==> src/rtl/result_reader_pkg.sv <==
// Shared types for the engine wrapper result path: reader and controller state encodings.
// Also carries a width helper so counters stay legal for degenerate parameter values.
package result_reader_pkg;

  typedef enum logic [1:0] {
    RR_IDLE   = 2'd0,
    RR_ACTIVE = 2'd1,
    RR_DONE   = 2'd2
  } rr_state_t;

  typedef enum logic [1:0] {
    WC_IDLE  = 2'd0,
    WC_LOAD  = 2'd1,
    WC_RUN   = 2'd2,
    WC_WRITE = 2'd3
  } wc_state_t;

  // A counter over n values needs at least one bit, even when n is 1.
  function automatic int cnt_w(input int n);
    return (n > 1) ? $clog2(n) : 1;
  endfunction

endpackage

==> src/rtl/result_reader_if.sv <==
// Write-strobe and valid/ready read bus of the result reader.
// master = writer/consumer side, slave = the reader itself.
interface result_reader_if #(
  parameter int WIDTH = 8,
  parameter int DEPTH = 8
);
  localparam int LW = $clog2(DEPTH + 1);

  logic             wr_req;
  logic [WIDTH-1:0] wr_data;
  logic             full;
  logic             overflow;
  logic             rd_valid;
  logic [WIDTH-1:0] rd_data;
  logic             rd_ready;
  logic             rd_last;
  logic             frame_done;
  logic [LW-1:0]    level;

  modport master (
    output wr_req, wr_data, rd_ready,
    input  full, overflow, rd_valid, rd_data, rd_last, frame_done, level
  );

  modport slave (
    input  wr_req, wr_data, rd_ready,
    output full, overflow, rd_valid, rd_data, rd_last, frame_done, level
  );

endinterface

==> src/rtl/result_reader_fifo.sv <==
// Ring-buffer FIFO with first-word fall-through read; push ignored when full, pop ignored when empty.
// Zero-cycle read latency; clear has priority over push and pop.
module sync_fifo_fwft #(
  parameter int WIDTH = 8,
  parameter int DEPTH = 8,
  localparam int PW = $clog2(DEPTH),
  localparam int LW = $clog2(DEPTH + 1)
) (
  input  logic             i_clk,
  input  logic             i_rst_n,
  input  logic             i_clr,
  input  logic             i_push,
  input  logic [WIDTH-1:0] i_push_dat,
  input  logic             i_pop,
  output logic [WIDTH-1:0] o_pop_dat,
  output logic             o_full,
  output logic             o_empty,
  output logic [LW-1:0]    o_level
);

  logic [WIDTH-1:0] r_mem [DEPTH];
  logic [PW-1:0]    r_wr_ptr;
  logic [PW-1:0]    r_rd_ptr;
  logic [LW-1:0]    r_level;

  logic w_full;
  logic w_empty;
  logic w_push;
  logic w_pop;

  assign w_full  = (r_level == LW'(DEPTH));
  assign w_empty = (r_level == '0);
  assign w_push  = i_push && !w_full;
  assign w_pop   = i_pop && !w_empty;

  // Storage is deliberately left out of reset; stale words are masked by the level.
  always_ff @(posedge i_clk) begin
    if (w_push && !i_clr) begin
      r_mem[r_wr_ptr] <= i_push_dat;
    end
  end

  always_ff @(posedge i_clk or negedge i_rst_n) begin
    if (!i_rst_n) begin
      r_wr_ptr <= '0;
      r_rd_ptr <= '0;
      r_level  <= '0;
    end else if (i_clr) begin
      r_wr_ptr <= '0;
      r_rd_ptr <= '0;
      r_level  <= '0;
    end else begin
      if (w_push) begin
        r_wr_ptr <= r_wr_ptr + 1'b1;
      end
      if (w_pop) begin
        r_rd_ptr <= r_rd_ptr + 1'b1;
      end
      case ({w_push, w_pop})
        2'b10:   r_level <= r_level + 1'b1;
        2'b01:   r_level <= r_level - 1'b1;
        default: r_level <= r_level;
      endcase
    end
  end

  assign o_pop_dat = r_mem[r_rd_ptr];
  assign o_full    = w_full;
  assign o_empty   = w_empty;
  assign o_level   = r_level;

endmodule

==> src/rtl/result_reader.sv <==
// Buffers result words, hands them out over valid/ready, and frames them in groups of FRAME_LEN.
// Writes while full are dropped and flagged sticky; frame_done pulses the cycle after a frame's last pop.
module result_reader
  import result_reader_pkg::*;
#(
  parameter int WIDTH     = 8,
  parameter int DEPTH     = 8,
  parameter int FRAME_LEN = 8
) (
  input  logic           i_clk,
  input  logic           i_rst,
  input  logic           i_clr,
  result_reader_if.slave rr_bus
);

  localparam int LW = $clog2(DEPTH + 1);
  localparam int FW = cnt_w(FRAME_LEN);

  logic [WIDTH-1:0] w_rd_dat;
  logic             w_full;
  logic             w_empty;
  logic [LW-1:0]    w_level;
  logic             w_pop;
  logic             w_last;

  rr_state_t        r_state;
  logic [FW-1:0]    r_fcnt;
  logic             r_frame_done;
  logic             r_overflow;

  sync_fifo_fwft #(
    .WIDTH (WIDTH),
    .DEPTH (DEPTH)
  ) u_fifo (
    .i_clk      (i_clk),
    .i_rst_n    (i_rst),
    .i_clr      (i_clr),
    .i_push     (rr_bus.wr_req),
    .i_push_dat (rr_bus.wr_data),
    .i_pop      (rr_bus.rd_ready),
    .o_pop_dat  (w_rd_dat),
    .o_full     (w_full),
    .o_empty    (w_empty),
    .o_level    (w_level)
  );

  assign w_pop  = !w_empty && rr_bus.rd_ready;
  assign w_last = !w_empty && (r_fcnt == FW'(FRAME_LEN - 1));

  always_ff @(posedge i_clk or negedge i_rst) begin
    if (!i_rst) begin
      r_state      <= RR_IDLE;
      r_fcnt       <= '0;
      r_frame_done <= 1'b0;
      r_overflow   <= 1'b0;
    end else if (i_clr) begin
      r_state      <= RR_IDLE;
      r_fcnt       <= '0;
      r_frame_done <= 1'b0;
      r_overflow   <= 1'b0;
    end else begin
      // Full comes from the registered level, so a same-cycle pop does not save the write.
      if (rr_bus.wr_req && w_full) begin
        r_overflow <= 1'b1;
      end
      if (w_pop) begin
        r_fcnt <= w_last ? '0 : r_fcnt + 1'b1;
      end
      r_frame_done <= 1'b0;
      case (r_state)
        RR_IDLE, RR_DONE: begin
          if (w_pop && w_last) begin
            r_state      <= RR_DONE;
            r_frame_done <= 1'b1;
          end else if (w_pop) begin
            r_state <= RR_ACTIVE;
          end else begin
            r_state <= RR_IDLE;
          end
        end
        RR_ACTIVE: begin
          if (w_pop && w_last) begin
            r_state      <= RR_DONE;
            r_frame_done <= 1'b1;
          end
        end
        default: r_state <= RR_IDLE;
      endcase
    end
  end

  assign rr_bus.full       = w_full;
  assign rr_bus.overflow   = r_overflow;
  assign rr_bus.rd_valid   = !w_empty;
  assign rr_bus.rd_data    = w_rd_dat;
  assign rr_bus.rd_last    = w_last;
  assign rr_bus.frame_done = r_frame_done;
  assign rr_bus.level      = w_level;

endmodule

==> src/flat_wrapper.sv <==
// flat-port wrapper written by rule: the top's interface ports become plain ports
module result_reader_flat import result_reader_pkg::*;
#(
  parameter int WIDTH     = 8,
  parameter int DEPTH     = 8,
  parameter int FRAME_LEN = 8
)
  (i_clk, i_rst, i_clr, rr_bus_wr_req, rr_bus_wr_data, rr_bus_rd_ready, rr_bus_full, rr_bus_overflow, rr_bus_rd_valid, rr_bus_rd_data, rr_bus_rd_last, rr_bus_frame_done, rr_bus_level);
  result_reader_if #(.WIDTH(WIDTH), .DEPTH(DEPTH)) rr_bus_i ();
  input  logic i_clk;
  input  logic i_rst;
  input  logic i_clr;
  input wire logic [$bits(rr_bus_i.wr_req)-1:0] rr_bus_wr_req;
  input wire logic [$bits(rr_bus_i.wr_data)-1:0] rr_bus_wr_data;
  input wire logic [$bits(rr_bus_i.rd_ready)-1:0] rr_bus_rd_ready;
  output wire logic [$bits(rr_bus_i.full)-1:0] rr_bus_full;
  output wire logic [$bits(rr_bus_i.overflow)-1:0] rr_bus_overflow;
  output wire logic [$bits(rr_bus_i.rd_valid)-1:0] rr_bus_rd_valid;
  output wire logic [$bits(rr_bus_i.rd_data)-1:0] rr_bus_rd_data;
  output wire logic [$bits(rr_bus_i.rd_last)-1:0] rr_bus_rd_last;
  output wire logic [$bits(rr_bus_i.frame_done)-1:0] rr_bus_frame_done;
  output wire logic [$bits(rr_bus_i.level)-1:0] rr_bus_level;
  assign rr_bus_i.wr_req = rr_bus_wr_req;
  assign rr_bus_i.wr_data = rr_bus_wr_data;
  assign rr_bus_i.rd_ready = rr_bus_rd_ready;
  assign rr_bus_full = rr_bus_i.full;
  assign rr_bus_overflow = rr_bus_i.overflow;
  assign rr_bus_rd_valid = rr_bus_i.rd_valid;
  assign rr_bus_rd_data = rr_bus_i.rd_data;
  assign rr_bus_rd_last = rr_bus_i.rd_last;
  assign rr_bus_frame_done = rr_bus_i.frame_done;
  assign rr_bus_level = rr_bus_i.level;
  result_reader #(.WIDTH(WIDTH), .DEPTH(DEPTH), .FRAME_LEN(FRAME_LEN)) u_core (.i_clk(i_clk), .i_rst(i_rst), .i_clr(i_clr), .rr_bus(rr_bus_i));
endmodule
==> config.mk <==
export PLATFORM = sky130hd
export DESIGN_NAME = result_reader_flat
export DESIGN_NICKNAME = d
export VERILOG_FILES = /design/src/rtl/result_reader_pkg.sv /design/src/rtl/result_reader_if.sv /design/src/rtl/result_reader_fifo.sv /design/src/rtl/result_reader.sv /design/src/flat_wrapper.sv
export SDC_FILE = /design/constraint.sdc
export NUM_CORES = 1
export LEC_CHECK = 0
export CAP_MARGIN = 10
export CORE_MARGIN = 10
export CORE_UTILIZATION = 42
export CTS_BUF_LIST = sky130_fd_sc_hd__clkbuf_4 sky130_fd_sc_hd__clkbuf_8
export CTS_CLUSTER_DIAMETER = 60
export DETAILED_ROUTE_END_ITERATION = 8
export DONT_BUFFER_PORTS = 1
export GPL_ROUTABILITY_DRIVEN = 1
export SLEW_MARGIN = 15
export SYNTH_ARGS = -nofsm -noshare
export SYNTH_HDL_FRONTEND = slang
export SYNTH_SLANG_ARGS = --single-unit
==> constraint.sdc <==
create_clock -name i_clk -period 4 [get_ports i_clk]
set_clock_uncertainty 0.2 [all_clocks]
set_input_delay 0.8 -clock i_clk [delete_from_list [all_inputs] [get_ports i_clk]]
set_output_delay 0.8 -clock i_clk [all_outputs]
set_load 0.02 [all_outputs]
Word-level counts from Yosys, hierarchy flattened:

Memory sizes are Yosys's and may differ from the RTL's.
Index checks and enable logic that the tools add are counted.

* output and inout port bits: 17
* bits in writable memories: 64
* input port bits: 13
* bits in registers: 17
* memories kept: 1
* logic and storage cells: 58

Memory list
* u_core.u_fifo.r_mem: words 8, width 8, read ports 1, clocked after memory_dff 0, wr ports 1, RTL line result_reader_fifo.sv:21 `logic [WIDTH-1:0] r_mem [DEPTH];`

* reductions and logical operators: 17
* add/sub/neg operators: 5
* mux-type cells: 21
* equal/unequal tests: 7

Operators with widths (number)
* 2-to-1 mux 3 bit: 7
* adder 3 x 1 -> 3 bit, second input constant: 3
* 2-to-1 mux 1 bit: 8
* one-hot mux 4 bit (2 select lines): 1
* logical AND 1 bit: 6
* 2-to-1 mux 2 bit: 3
* nonzero test 2 bit: 3
* adder 4 x 1 -> 4 bit, second input constant: 1
* == test 2 x 1 -> 1 bit, second input constant: 2
* == test 2 bit, second input constant: 2
* == test 4 bit, second input constant: 1
* zero test 4 bit: 1
* 2-to-1 mux 4 bit: 1
* one-hot mux 2 bit (2 select lines): 1
* subtractor 4 x 1 -> 4 bit, second input constant: 1
* == test 3 bit, second input constant: 1
* zero test 1 bit: 3
* != test 3 x 2 -> 1 bit, second input constant: 1
* nonzero test 3 bit: 1
* OR reduction 3 bit: 1
* zero test 2 bit: 1
* OR reduction 2 bit: 1

Logic depth before layout (Yosys ltp):

* depth in word-level cells: 7
* mapped depth: 11
* depth with buffers taken out: 9

By module:

From an unflattened synthesis, not the netlist that was laid out.

* cells, all modules: 198
* area, all modules: 3450.8 um2

Modules (own cells, without submodules)
* sync_fifo_fwft: cells an instance 170, area an instance 3118.0 um2, seq. area each 2172.1 um2, times used 1
* result_reader: cells an instance 28, area an instance 332.8 um2, seq. area each 175.2 um2, times used 1

Least setup slack after synthesis:

Ideal clock, no wire load.

* kind: register to register
* start point: register u_core.u_fifo.r_level[1], in the netlist u_core.u_fifo.o_level[1]
* end point: register u_core.u_fifo.r_level[3], in the netlist u_core.u_fifo.o_level[3]
* setup time: 139 ps
* stages on the path, launching flop included: 12
* data required time: 3661 ps
* clock period less this slack: 3019 ps
* slack: 981 ps
* buffers on the path: 2
* data arrival time: 2680 ps
* path through: dfrtp_1 > buf_6 > or4b_4 > buf_6 > clkinv_4 > a2bb2oi_4 > inv_1 > ha_1 > a21oi_1 > a21oi_1 > mux2_4 > or4_1

* longest elaborated chain between the ends: 6
* elaborated cells on any way between the ends: 13
* classes of those cells: add/sub (2); eq/ne (3); mux (2); reduce/logical (6)

RTL lines
* start: declaration: RTL line result_reader_fifo.sv:24 `logic [LW-1:0] r_level;`
* start signal: assignment: RTL line result_reader_fifo.sv:60 `2'b10: r_level <= r_level + 1'b1;`
* start signal: assignment: RTL line result_reader_fifo.sv:61 `2'b01: r_level <= r_level - 1'b1;`
* start signal: assignment: RTL line result_reader_fifo.sv:62 `default: r_level <= r_level;`
* == test 4 bit (*): RTL line result_reader_fifo.sv:31 `assign w_full = (r_level == LW'(DEPTH));`
* via rr_bus_full: RTL line flat_wrapper.sv:16 `output wire logic [$bits(rr_bus_i.full)-1:0] rr_bus_full;`
* zero test 1 bit (*): RTL line result_reader_fifo.sv:33 `assign w_push = i_push && !w_full;`
* logical AND 1 bit (*): RTL line result_reader_fifo.sv:33
* == test 2 x 1 -> 1 bit / == test 2 bit (equally long branches): RTL line result_reader_fifo.sv:59 `case ({w_push, w_pop})`
* one-hot mux 4 bit (2 select lines): RTL line result_reader_fifo.sv:59
* 2-to-1 mux 4 bit: RTL line result_reader_fifo.sv:48 `end else if (i_clr) begin`

Mark *: on every way through the listed nets, which the timed path passes. The rest lies on a longest branch.
A chain may end at the register's enable or synchronous reset.

Worst setup path in the final report:

* start point: register u_core.u_fifo.r_rd_ptr[0]
* end point: output rr_bus_rd_data[7]

* longest elaborated chain between the ends: 1

RTL lines
* start: declaration: RTL line result_reader_fifo.sv:23 `logic [PW-1:0] r_rd_ptr;`
* start signal: assignment: RTL line result_reader_fifo.sv:57 `r_rd_ptr <= r_rd_ptr + 1'b1;`
* memory (8 x 8 bit)
* end: declaration: RTL line flat_wrapper.sv:19 `output wire logic [$bits(rr_bus_i.rd_data)-1:0] rr_bus_rd_data;`

No other way between the ends.

==> impl_results.md <==
* #FFs+latches synth at 81
* FP Rows at 33
* EDFF count, synth at 64
* Initial antenna violation count at 0
* Dpl hpwl at 4080 microns
* Hold WS at 0.292 ns
* Syn-to-layout area delta at 10.5%
* CP endpoint kind: output pin
* Pin count of the biggest net entering global routing at 21
* Fin crit period at 3.13 ns
* Async set-reset flop share out of synthesis at 0.210
* Post-synth top area cell: edfxtp_1
* First-pass GRT wire length at 10,600 microns
* Chip Height at 111 microns
* Crit-path cells: buf_4 > mux4_2 > mux2_2
* # clock sinks at 81
* Yosys warnings at 0
* CTS resizes at 0
* Hold Crit Class: in -> reg
* Worst r2r dst: u_core.u_fifo.o_level[3]
* Max-capacitance violation count at 0
* Avg Vias per Cell at 5.42
* Initial Utilization at 0.426
* Worst path arrival time at 2.13 ns
* Buf+Inv Stages, Crit Path at 1
* Slew HR at 0.362
* Htree depth at 3
* Worst-path maximum fanout at 8
* Core Region at 8130 sq um
* Static leakage power at 1.34 nW
* Setup_tns at 0 ns
* Largest stage delay, worst path at 0.65 ns
* Vias after detailed routing at 1,772
* Routability cong. at 0.765
* Final wirelength at 6350 microns
* Share of layout cells above drive strength 1 at 0.234
* Largest cells by area after synthesis: edfxtp_1, dfrtp_1, mux4_2, mux2_2, a21oi_1
* Die Wd at 111 microns
* Most frequent cell after synthesis: edfxtp_1
* Clock slew at reported path FFs at 0.09 ns
* Yosys cell types at 36
* Wire per inst at 19.4 microns
* TritonCTS Buffers at 9
* GRT overflow at 0
* R2r setup slk at 0.90 ns
* IO buf count at 0
* Type of the worst setup path: reg -> out
* Vias in the first global route at 1,875
* I/O pin cnt at 30
* CTS Buffer Depth at 2
* Clk_lat worst skew at 0.36 ns
* Setup violators final at 0
* Antenna cells at 0
* Min-delay src: i_clr
* Final routed DRC violation total at 0
* R2r startpoint: u_core.u_fifo.o_level[1]
* DRT iter0 DRCs at 93
* Pwr per Cell Area at 615 nW/um^2
* Crit-path leading delay family: multiplexers
* Root Buffer: clkbuf_8
* Crit share post-route at 0.784
* Cells on Worst Hold Path at 1
* DR pass1 iterations at 4
* Final Hold Viols at 0
* Nets at 236
* Syn Inst Count at 210
* FF-to-FF path depth at 9
* Synth top area share at 0.555
* Seq/Total Area, Yosys at 0.678
* Post-synth top cells: edfxtp_1, dfrtp_1, mux4_2
* Worst Hold Path EP: u_core.u_fifo.o_level[1]
* Die ar. at 12,300 sq um
* Final ANT Viol Nets at 0
* Post-Syn Nets at 229
* Worst-Margin Slew at 0.953 ns
* Post-Syn Area at 3460 sq um
* CTS tree: yes
* Prevailing post-synth register cell: edfxtp_1
* Syn_area_per_cell at 16.5 sq um
* Overall Global Routing Usage at 0.110
* Count of pins over their slew limit at 0
* Fmax at 0.319 GHz
* Worst Path Required at 3.00 ns
* Maximum VDD drop at 0.323 mV
* Unrepaired setup endpoints after global routing: no
* Startpoint Class: register
* Status: finished, final reports clean
* Slowest CP cell: dfrtp_1
==> worst max path at each step <==
stage	from	endpoint	slack (ns)	depth (start not counted)
2_1_floorplan	u_core.u_fifo.o_level[1]	u_core.u_fifo.o_level[3]	0.98	11
3_3_place_gp	u_core.u_fifo.o_level[1]	u_core.u_fifo.o_level[3]	0.96	9
3_5_place_dp	u_core.u_fifo.o_level[1]	u_core.u_fifo.o_level[3]	0.91	9
4_1_cts	u_core.u_fifo.r_rd_ptr[0]	rr_bus_rd_data[7]	0.78	3
5_1_grt	u_core.u_fifo.r_rd_ptr[0]	rr_bus_rd_data[0]	0.72	3
6_report	u_core.u_fifo.r_rd_ptr[0]	rr_bus_rd_data[7]	0.87	3
==> through the flow <==
| step | cell area (sq um) | power (W) | setup slack [ns] | util | cells |
|---|---|---|---|---|---|
| 2_1_floorplan | 3460 | 0.00160 | 0.981 | - | 210 |
| 3_3_place_gp | 3580 | 0.00169 | 0.964 | 0.441 | 310 |
| 3_5_place_dp | 3580 | 0.00170 | 0.908 | 0.441 | 310 |
| 4_1_cts | 3830 | 0.00239 | 0.781 | 0.470 | 327 |
| 5_1_grt | 3830 | 0.00249 | 0.716 | 0.470 | 327 |
| 6_report | 3830 | 0.00235 | 0.865 | 0.470 | 327 |
==> final cells by class <==
type,count,area (sq um)
clock buffer,9,124
clock inverter,7,108
fill,697,4310
inverter,2,12.5
multi-input combinational,115,1040
sequential,81,2350
tap,105,131
timing repair buffer,8,62.6
==> cell families after synthesis <==
logic type / count (synthesis) / synth area share
xor gates and xnor gates: 5 / 0.0126
adders and majority gates: 6 / 0.0217
DFF: 81 / 0.678
buffers and inverters: 14 / 0.0213
and+or+nand+nor: 54 / 0.0857
AOI/OAI and AO/OA: 25 / 0.0463
muxes: 25 / 0.134
==> cells in the final DEF, fill, tap and decap left out <==
| cell type | Yosys | routed |
|---|---|---|
| or4_1 | 2 | 2 |
| nand4b_1 | 4 | 4 |
| clkinv_4 | 1 | 1 |
| bufinv_16 | 0 | 2 |
| a31oi_1 | 1 | 1 |
| mux4_2 | 16 | 16 |
| mux2_2 | 8 | 8 |
| and4_1 | 1 | 1 |
| nor4_1 | 1 | 1 |
| a2bb2oi_4 | 1 | 1 |
| nand3b_1 | 1 | 1 |
| inv_6 | 0 | 2 |
| dfrtp_1 | 17 | 17 |
| dlygate4sd3_1 | 0 | 1 |
| nand2b_1 | 4 | 4 |
| o21ai_0 | 4 | 4 |
| mux2_4 | 1 | 1 |
| nor2_1 | 14 | 14 |
| a211oi_1 | 1 | 1 |
| and3b_1 | 2 | 2 |
| ha_1 | 6 | 6 |
| nand2_1 | 10 | 10 |
| buf_4 | 0 | 7 |
| or4b_2 | 1 | 1 |
| nand3_1 | 6 | 6 |
| a21o_1 | 2 | 2 |
| clkbuf_8 | 0 | 9 |
| or4b_4 | 1 | 1 |
| clkinvlp_4 | 0 | 1 |
| nor3_1 | 5 | 5 |
| xor2_1 | 4 | 4 |
| o311a_1 | 1 | 1 |
| inv_8 | 0 | 2 |
| a21oi_1 | 15 | 15 |
| or3_1 | 1 | 1 |
| inv_1 | 1 | 1 |
| and2_1 | 1 | 1 |
| edfxtp_1 | 64 | 64 |
| xnor2_1 | 1 | 1 |
==> sequential cells by signal (all words and copies together), names as in the netlist <==
signal / flops
u_core.r_state: 2
u_core.rr_bus.overflow: 1
u_core.u_fifo.r_rd_ptr: 3
u_core.rr_bus.frame_done: 1
u_core.u_fifo.o_level: 4
u_core.u_fifo.r_wr_ptr: 3
u_core.r_fcnt: 3
u_core.u_fifo.r_mem: 64
==> metal layers <==
layer  GRT usage  vias to the layer above  part of all wire
met2       0.166                       29              0.48
met3      0.0460                        9             0.050
met1       0.140                      898              0.46
met4      0.0365                        0             0.013
met5           0                        -                 0
li1            -                      836                 -
==> power by group <==
| part | internal (W) | switching [W] | leakage [nW] |
|---|---|---|---|
| Sequential | 0.000973 | 0.000120 | 0.810 |
| Clock | 0.000364 | 0.000320 | 0.114 |
| Combinational | 0.000272 | 0.000304 | 0.412 |
| Total | 0.00161 | 0.000744 | 1.34 |
==> what timing repair did <==
item                                   in CTS  in global routing
setup buffers                               0                  0
endpoints found under the hold margin      17                  0
setup endpoints to repair                   0                  0
hold buffers                                1                  0
(Power assumes the default switching activity.)
